<file path="src/rtl/ray_dispatcher_if.sv">
// Generator-side ray stream between the ray generator and ray_dispatcher.
// The generator drives the master modport and the dispatcher uses the slave
// modport. Each inV component is a two's-complement value of POSITION_WIDTH
// bits; the dispatcher passes it through bit-exact.
interface ray_dispatcher_if #(
  parameter int POSITION_WIDTH = 16,
  parameter int ADDRESS_WIDTH  = 32
);
  logic [2:0][POSITION_WIDTH-1:0] inV;
  logic [ADDRESS_WIDTH-1:0]       inAddress;
  logic                           inStart;
  logic                           inReady;
  logic                           busy;

  modport master (
    output inV,
    output inAddress,
    output inStart,
    input  inReady,
    input  busy
  );

  modport slave (
    input  inV,
    input  inAddress,
    input  inStart,
    output inReady,
    output busy
  );
endinterface

</file>
<file path="src/rtl/ray_dispatcher.sv">
// ray_dispatcher: buffers one camera ray from the generator and hands it to a
// free ray unit. Units are chosen round-robin and receive a one-cycle start pulse.
// The registered start mask stops the unit that was just started from being
// granted again in the next cycle, before it has had time to drop unitReady.
// Optional feature macro: RAY_DISPATCH_STATS_EN adds per-unit dispatch
// counters on the dispatchCount output.
module ray_dispatcher #(
  parameter int UNITS          = 4,
  parameter int POSITION_WIDTH = 16,
  parameter int ADDRESS_WIDTH  = 32
) (
  input  logic                           clock,
  input  logic                           resetN,
  ray_dispatcher_if.slave                gen,
  input  logic [UNITS-1:0]               unitEnable,
  output logic [2:0][POSITION_WIDTH-1:0] unitV,
  output logic [ADDRESS_WIDTH-1:0]       unitAddress,
  output logic [UNITS-1:0]               unitStart,
  input  logic [UNITS-1:0]               unitReady,
  input  logic [UNITS-1:0]               unitBusy
`ifdef RAY_DISPATCH_STATS_EN
  ,
  output logic [UNITS-1:0][31:0]         dispatchCount
`endif
);

  localparam int PTR_W = $clog2(UNITS);

  typedef enum logic {
    EMPTY = 1'b0,
    FULL  = 1'b1
  } buf_state_t;

  buf_state_t                     state_r;
  buf_state_t                     state_next_s;
  logic [PTR_W-1:0]               rr_ptr_r;
  logic [PTR_W-1:0]               grant_idx_s;
  logic [PTR_W-1:0]               rr_ptr_next_s;
  logic [UNITS-1:0]               eligible_s;
  logic [UNITS-1:0]               grant_onehot_s;
  logic                           dispatch_s;
  logic                           accept_s;
  logic                           in_ready_s;
  logic                           busy_s;
  logic [2:0][POSITION_WIDTH-1:0] buf_v_r;
  logic [ADDRESS_WIDTH-1:0]       buf_addr_r;
  logic [UNITS-1:0]               unit_start_r;
  logic [2:0][POSITION_WIDTH-1:0] unit_v_r;
  logic [ADDRESS_WIDTH-1:0]       unit_addr_r;

  // First set bit of elig at or after ptr, searching upward modulo UNITS.
  // Scanning from the far end lets the nearest candidate win the last write.
  function automatic logic [PTR_W-1:0] rr_pick(
    input logic [UNITS-1:0] elig,
    input logic [PTR_W-1:0] ptr
  );
    logic [PTR_W-1:0] pick;
    int               idx;
    pick = {PTR_W{1'b0}};
    for (int i = UNITS - 1; i >= 0; i--) begin
      idx  = (int'(ptr) + i) % UNITS;
      pick = elig[idx[PTR_W-1:0]] ? idx[PTR_W-1:0] : pick;
    end
    return pick;
  endfunction

  assign eligible_s     = unitReady & unitEnable & ~unit_start_r;
  assign dispatch_s     = (state_r == FULL) && (eligible_s != {UNITS{1'b0}});
  assign grant_idx_s    = rr_pick(eligible_s, rr_ptr_r);
  assign grant_onehot_s = {{(UNITS-1){1'b0}}, 1'b1} << grant_idx_s;
  assign rr_ptr_next_s  = (grant_idx_s == PTR_W'(UNITS - 1)) ? {PTR_W{1'b0}}
                                                             : grant_idx_s + PTR_W'(1);

  // The generator advances its pipeline on inReady, so inReady has to be
  // combinational. It also covers the slot that a same-cycle dispatch frees.
  assign in_ready_s = resetN && ((state_r == EMPTY) || dispatch_s);
  assign accept_s   = gen.inStart && in_ready_s;
  assign busy_s     = (state_r == FULL) || (|unit_start_r) || (|unitBusy);

  assign gen.inReady = in_ready_s;
  assign gen.busy    = busy_s;
  assign unitStart   = unit_start_r;
  assign unitV       = unit_v_r;
  assign unitAddress = unit_addr_r;

  // Holding-register occupancy state.
  always_ff @(posedge clock or negedge resetN) begin
    if (!resetN) begin
      state_r <= EMPTY;
    end else begin
      state_r <= state_next_s;
    end
  end

  // Next occupancy. A FULL buffer stays FULL when a dispatch and an accept
  // happen together, because the new ray takes the slot being emptied.
  always_comb begin
    state_next_s = state_r;
    case (state_r)
      EMPTY: begin
        if (accept_s) begin
          state_next_s = FULL;
        end else begin
          state_next_s = EMPTY;
        end
      end
      FULL: begin
        if (dispatch_s && !accept_s) begin
          state_next_s = EMPTY;
        end else begin
          state_next_s = FULL;
        end
      end
      default: begin
        state_next_s = EMPTY;
      end
    endcase
  end

  // Capture an accepted ray. This overwrites the entry that is being dispatched.
  always_ff @(posedge clock or negedge resetN) begin
    if (!resetN) begin
      buf_v_r    <= {(3*POSITION_WIDTH){1'b0}};
      buf_addr_r <= {ADDRESS_WIDTH{1'b0}};
    end else if (accept_s) begin
      buf_v_r    <= gen.inV;
      buf_addr_r <= gen.inAddress;
    end
  end

  // Issue the start pulse, drive the shared unit bus and advance the pointer.
  always_ff @(posedge clock or negedge resetN) begin
    if (!resetN) begin
      unit_start_r <= {UNITS{1'b0}};
      unit_v_r     <= {(3*POSITION_WIDTH){1'b0}};
      unit_addr_r  <= {ADDRESS_WIDTH{1'b0}};
      rr_ptr_r     <= {PTR_W{1'b0}};
    end else if (dispatch_s) begin
      unit_start_r <= grant_onehot_s;
      unit_v_r     <= buf_v_r;
      unit_addr_r  <= buf_addr_r;
      rr_ptr_r     <= rr_ptr_next_s;
    end else begin
      unit_start_r <= {UNITS{1'b0}};
    end
  end

`ifdef RAY_DISPATCH_STATS_EN
  logic [UNITS-1:0][31:0] dispatch_count_r;

  // Count each unit's start pulses on the edge that issues them.
  always_ff @(posedge clock or negedge resetN) begin
    if (!resetN) begin
      dispatch_count_r <= {(UNITS*32){1'b0}};
    end else if (dispatch_s) begin
      dispatch_count_r[grant_idx_s] <= dispatch_count_r[grant_idx_s] + 32'd1;
    end
  end

  assign dispatchCount = dispatch_count_r;
`endif

endmodule

</file>
<file path="src/flat_wrapper.sv">
// flat-port wrapper written by rule: the top's interface ports become plain ports
module ray_dispatcher_flat 
#(
  parameter int UNITS          = 4,
  parameter int POSITION_WIDTH = 16,
  parameter int ADDRESS_WIDTH  = 32
)
  (clock, resetN, unitEnable, unitV, unitAddress, unitStart, unitReady, unitBusy, gen_inV, gen_inAddress, gen_inStart, gen_inReady, gen_busy);
  ray_dispatcher_if #(.POSITION_WIDTH(POSITION_WIDTH), .ADDRESS_WIDTH(ADDRESS_WIDTH)) gen_i ();
  input  logic clock;
  input  logic resetN;
  input  logic [UNITS-1:0] unitEnable;
  output logic [2:0][POSITION_WIDTH-1:0] unitV;
  output logic [ADDRESS_WIDTH-1:0] unitAddress;
  output logic [UNITS-1:0] unitStart;
  input  logic [UNITS-1:0] unitReady;
  input  logic [UNITS-1:0] unitBusy;
  input wire logic [$bits(gen_i.inV)-1:0] gen_inV;
  input wire logic [$bits(gen_i.inAddress)-1:0] gen_inAddress;
  input wire logic [$bits(gen_i.inStart)-1:0] gen_inStart;
  output wire logic [$bits(gen_i.inReady)-1:0] gen_inReady;
  output wire logic [$bits(gen_i.busy)-1:0] gen_busy;
  assign gen_i.inV = gen_inV;
  assign gen_i.inAddress = gen_inAddress;
  assign gen_i.inStart = gen_inStart;
  assign gen_inReady = gen_i.inReady;
  assign gen_busy = gen_i.busy;
  ray_dispatcher #(.UNITS(UNITS), .POSITION_WIDTH(POSITION_WIDTH), .ADDRESS_WIDTH(ADDRESS_WIDTH)) u_core (.clock(clock), .resetN(resetN), .gen(gen_i), .unitEnable(unitEnable), .unitV(unitV), .unitAddress(unitAddress), .unitStart(unitStart), .unitReady(unitReady), .unitBusy(unitBusy));
endmodule
</file>
<file path="config.mk">
export PLATFORM = sky130hd
export DESIGN_NAME = ray_dispatcher_flat
export DESIGN_NICKNAME = d
export VERILOG_FILES = /design/src/rtl/ray_dispatcher_if.sv /design/src/rtl/ray_dispatcher.sv /design/src/flat_wrapper.sv
export SDC_FILE = /design/constraint.sdc
export NUM_CORES = 1
export LEC_CHECK = 0
export CAP_MARGIN = 10
export CORE_ASPECT_RATIO = 0.6
export CORE_MARGIN = 3
export CORE_UTILIZATION = 29
export DETAILED_ROUTE_END_ITERATION = 7
export MAX_ROUTING_LAYER = met4
export PLACE_DENSITY_LB_ADDON = 0.1
export SYNTH_ARGS = -nofsm -noshare
export SYNTH_HDL_FRONTEND = slang
export SYNTH_SLANG_ARGS = --single-unit
</file>
<file path="constraint.sdc">
create_clock -name clock -period 2.6 [get_ports clock]
set_input_delay 0.39 -clock clock [delete_from_list [all_inputs] [get_ports clock]]
set_output_delay 0.39 -clock clock [all_outputs]
set_load 0.02 [all_outputs]
</file>
==> results_dict.tcl, run 1 <==
set metrics [dict create \
    outcome "complete, no violations" \
    drt-pass1-iter-count 4 \
    synth_cell_types 24 \
    whs_ns 0.475 \
    critPathCaptureType "primary output" \
    synth_compound_area_share_pct 1.23 \
    yosys_warnings 0 \
    grt_pass1_vias 4318 \
    power-per-cell-area_nw_per_um2 1000 \
    r2r_start "u_core.unitStart[2]" \
    layout_commonest_cell "clkdlybuf4s50_1" \
    syn_avg_cell_area_um2 16.4 \
    gr-total-overflow 0 \
    drt-total-wl_um 14900 \
    path_clk_slew_ns 0.07 \
    critPathMaxFanout 4 \
    slowest_stage "clkdlybuf4s50_1" \
    diodes 0 \
    yosysSeqAreaShare_pct 65.3 \
    dieHeight_um 121 \
    ant_nets 0 \
    hold-path-endpoint "u_core.unitAddress[29]" \
    min_from "u_core.buf_addr_r[29]" \
    grtUsageTotal_pct 13.3 \
    antenna_found_initial 0 \
    globalplace.congestion 0.762 \
    initial_core_util_pct 30.0 \
    slew_headroom_pct 43.5 \
    yosys.area_share.adder_pct 0.782 \
    stdcell_count 884 \
    dp_hpwl_um 10300 \
    finalNetCount 691 \
    leakage_nw 3.90 \
    final-setup-viol-count 0 \
    drive_above_1_share_pct 31.6 \
    fin_setup_tns_ns 0 \
    placed_cells 851 \
    syn-instance-count 391 \
    synth_mux_area_share_pct 28.3 \
    tightestPinTransition_ns 0.848 \
    wl_per_cell_um 16.9 \
    num_rows 41 \
    finish.utilization_pct 43.7 \
    fmax_mhz 448 \
    grt_max_degree 68 \
    hold_viol_final 0 \
    placed_cell_area_um2 8660 \
    crit_type "register to primary output" \
    r2r_setup_slack_ns 0.50 \
    fin_ws_ns 0.369 \
    clockBufferDepth 2 \
    htreeDepth 4 \
    synthSimpleGateAreaFrac_pct 2.44 \
    maxCapViolCount 0 \
    fin_crit_ns 2.23 \
    port_buffers 180 \
    drv_slew 0 \
    fin_crit_sh_pct 85.8 \
    clock-sinks 167 \
    synth_top_family_by_area "multiplexers" \
    post_cts_buffers 0 \
    rsz0062_at_grt "no" \
    crit_required_ns 2.21 \
    fin_skew_ns 0.00568 \
    cts_tree "done" \
    r2r_end "u_core.unitV[36]" \
    syn_area_um2 6400 \
    area_growth_syn_to_layout_pct 45.6 \
    dr_total_vias 3856 \
    viasPerCell 4.36 \
    drt_iter0_drc 99 \
    stdcell_area_um2 9320 \
    hold_path_depth 1 \
    critical-path-max-stage-delay_ns 0.54 \
    ios 181 \
    pre_cts_ws_ns 0.0805 \
    yosys.area_share.xor_xnor_pct 0 \
    arrival_ns 1.84 \
    path_cells "nor4_1, nand3_1, clkdlybuf4s50_1" \
    final_cell_mix "clkdlybuf4s50_1 (178), dfrtp_1 (167), mux2_2 (137), mux2_1 (24), clkbuf_16 (17)" \
    min_path_type "register to register" \
    grt_first_pass_wirelength_um 23700 \
    power_mw 9.33 \
    fp.dieArea_um2 23900 \
    drcViolationCount 0 \
    cts_root_buf "clkbuf_16" \
    clk_latency_ns 0.42 \
    numCtsBuffers 17 \
    core-area_um2 21300 \
    fp.dieW_um 198 \
    reg2reg_depth 6 \
    syn_nets 490 \
    vdd_drop_max_mv 0.413 \
    cp-start-kind "register" \
    synth_seq_cells 167 \
]
## cell families after synthesis
group | after synthesis
mux | 161
flops | 167
compound gates | 10
simple gates | 25
buf+inv | 24
fa+ha+maj | 4
## Yosys cell counts
cell type	instances	area, um2
mux2_1	24	270
ha_1	4	50.1
nor2_1	6	22.5
buf_4	4	30.0
o21ai_0	2	10.0
a21oi_2	1	8.76
inv_1	6	22.5
nand4bb_1	1	11.3
o41ai_4	1	27.5
and3b_1	4	35.0
and2_1	1	6.26
nand2_1	4	15.0
a21oi_1	5	25.0
nand3_1	1	5.00
mux2_2	137	1540
dfrtp_1	167	4180
nor3_1	2	10.0
a21o_1	1	7.51
nor4_2	1	12.5
nor3b_1	1	7.51
nor4_1	1	6.26
nand4b_1	2	17.5
nand3b_1	1	7.51
buf_2	14	70.1
## worst max-delay path, delay by kind of cell (launching register included)
kind,cells,cell delay (ns)
flops,1,0.48
buf+inv,1,0.54
simple gates,2,0.40
## worst max-delay path by stage
| stage | start | to | cells past startpoint |
|---|---|---|---|
| finish | u_core.state_r | gen_busy | 3 |
| floorplan | u_core.unitStart[1] | u_core.unitAddress[29] | 6 |
| global route | u_core.unitStart[2] | gen_inReady | 5 |
| detailed placement | unitEnable[3] | gen_inReady | 6 |
| CTS | u_core.unitStart[2] | gen_inReady | 5 |
| global placement | unitEnable[3] | gen_inReady | 6 |
## where the power goes
group	internal (mW)	switching (mW)
sequential	3.34	0.398
clock	1.69	1.04
combinational	1.58	1.28
total	6.61	2.72
## registers in the layout (all words and copies together), names as in the netlist
register,cells
u_core.unitAddress,32
u_core.rr_ptr_r,2
u_core.unitV,48
u_core.unitStart,4
u_core.buf_v_r,48
u_core.state_r,1
u_core.buf_addr_r,32
## final cells by class
cell class	instances	area [um2]
clock buffers	21	470
clock inverters	11	170
fillers	1967	12000
inverters	6	22.5
multi-input cells	200	2110
flip-flops and latches	167	4180
well taps	279	349
repair buffers	200	2020
## timing repair
item | CTS | global route
endpoints found under the hold margin | 2 | 0
setup endpoints to repair | 0 | 1
hold buffers | 1 | 0
gates resized for setup | 0 | 1
## per-layer routing
| metal | up-vias | part of all wire [%] | global-route usage (%) |
|---|---|---|---|
| met5 | - | 0 | - |
| met4 | 0 | 0.49 | 3.58 |
| met3 | 6 | 6.7 | 5.11 |
| met2 | 91 | 45 | 19.6 |
| met1 | 1976 | 48 | 17.3 |
| li1 | 1783 | - | - |
Power figures use the tool's default switching activity.
==> run 2: changes to the inputs <==
Settings changed: GPL_TIMING_DRIVEN from default to 1.
==> results of run 2 <==
Same layout as run 1: the final DEF is identical, and so are final timing and power.
==> run 3: changes to the inputs <==
Settings changed: CORE_UTILIZATION 29 to 25.
==> run 3 against run 2 <==
Cell count rose by 3.6%. Clock power fell by 16%. Worst hold slack got worse by 0.36 ns. Combinational power barely moved. Via count rose by 0.23%. Fmax fell by 0.90%. Sequential share of layout area rose by 0.62 points. Wire length barely moved.
==> results_dict.tcl, run 3 (synthesis results as in run 1) <==
set metrics [dict create \
    crit_type "register to primary output" \
    grt_max_degree 168 \
    viasPerCell 4.22 \
    dp_hpwl_um 9960 \
    path_clk_slew_ns 0.06 \
    fp.dieW_um 213 \
    fin_ws_ns 0.349 \
    slew_headroom_pct 35.2 \
    antenna_found_initial 0 \
    dieHeight_um 130 \
    whs_ns 0.115 \
    pre_cts_ws_ns 0.0354 \
    clk_latency_ns 0.42 \
    leakage_nw 3.81 \
    grt_first_pass_wirelength_um 23900 \
    grt_pass1_vias 4325 \
    globalplace.congestion 0.740 \
    numCtsBuffers 17 \
    crit_required_ns 2.21 \
    port_buffers 180 \
    fmax_mhz 444 \
    fin_skew_ns 0.0103 \
    num_rows 44 \
    drcViolationCount 0 \
    drive_above_1_share_pct 30.1 \
    grtUsageTotal_pct 11.8 \
    multiInputGateArea_um2 2110 \
    outcome "complete, no violations" \
    postCtsHoldBufs 0 \
    fin_crit_sh_pct 86.6 \
    cts_tree "done" \
    drt-pass1-iter-count 4 \
    maxCapViolCount 0 \
    placed_cell_area_um2 8660 \
    htreeDepth 4 \
    clockBufferDepth 2 \
    power_mw 8.87 \
    cts_root_buf "clkbuf_16" \
    gr-total-overflow 0 \
    area_growth_syn_to_layout_pct 43.6 \
    clock-sinks 167 \
    power-per-cell-area_nw_per_um2 965 \
    dr_total_vias 3865 \
    wl_per_cell_um 16.3 \
    drv_slew 0 \
    hold_viol_final 0 \
    ios 181 \
    nFillCells 2343 \
    min_path_type "primary input to async pin" \
    layout_commonest_cell "clkdlybuf4s50_1" \
    final_cell_mix "clkdlybuf4s50_1 (178), dfrtp_1 (167), mux2_2 (137), mux2_1 (24), clkbuf_16 (17)" \
    critPathMaxFanout 4 \
    fin_crit_ns 2.25 \
    stdcell_area_um2 9190 \
    critPathCaptureType "primary output" \
    intPower_mw 6.23 \
    cts_resized 0 \
    p_clk_share_pct 25.9 \
    pwr-share-seq_pct 42.1 \
    ff_latch_area_um2 4180 \
    initial_core_util_pct 25.9 \
    finalNetCount 682 \
    switching_share_pct 29.8 \
    core-area_um2 24700 \
    rsz0062_at_grt "no" \
    fp.dieArea_um2 27600 \
    ant_nets 0 \
    cp-start-kind "register" \
    diodes 0 \
    tightestPinTransition_ns 0.972 \
    final-setup-viol-count 0 \
    arrival_ns 1.86 \
    vdd_drop_max_mv 0.340 \
    drt_iter0_drc 111 \
    post_cts_buffers 0 \
    drt-total-wl_um 14900 \
    p_comb_share_pct 31.9 \
    fin_setup_tns_ns 0 \
    p_sw_mw 2.64 \
]
## run 3: final cells by class
type	instances	area share, %
inverters	6	0.245
well taps	322	4.38
clock buffers	21	4.90
multi-input cells	200	22.9
repair buffers	191	21.2
flip-flops and latches	167	45.5
clock inverters	9	0.858
## run 3: power groups by stage
stage	sequential [mW]	combinational [mW]	clock, mW
after global routing	3.84	3.03	2.54
after detailed placement	3.79	2.89	0
final	3.74	2.83	2.30
after floorplan	4.33	0.803	0
after global placement	3.77	2.85	0
after CTS	3.75	2.90	2.44
## run 3: worst max-delay path, stage by stage (launching register included)
cell             delay, ns
dfrtp_1               0.47
nor4_1                0.30
nand3_1               0.12
clkdlybuf4s50_1       0.55
## run 3: worst paths after layout
path	startpoint	end	slack, ns	depth (start not counted)
worst max register to register	u_core.unitStart[3]	u_core.unitAddress[21]	0.51	5
min in group clock	resetN	u_core.state_r	0.28	3
worst max-delay path	u_core.state_r	gen_busy	0.35	3
worst min register to register	u_core.buf_addr_r[30]	u_core.unitAddress[30]	0.48	1
max in group asynchronous	resetN	u_core.unitV[43]	1.72	2
worst min-delay path	resetN	u_core.unitV[19]	0.12	2
## run 3: metrics by stage
stage | instances | util [%]
after detailed placement | 886 | 35.1
after global placement | 886 | 35.1
after floorplan | 391 | -
after global routing | 916 | 37.3
after CTS | 916 | 37.3
final | 916 | 37.3
## run 3: layer usage
| metal | track usage, % | routed length [um] | vias to the layer above |
|---|---|---|---|
| met5 | - | 0 | - |
| met4 | 4.57 | 259 | 0 |
| met3 | 3.77 | 814 | 17 |
| met2 | 17.1 | 6680 | 97 |
| met1 | 15.4 | 7160 | 1985 |
| li1 | - | - | 1766 |
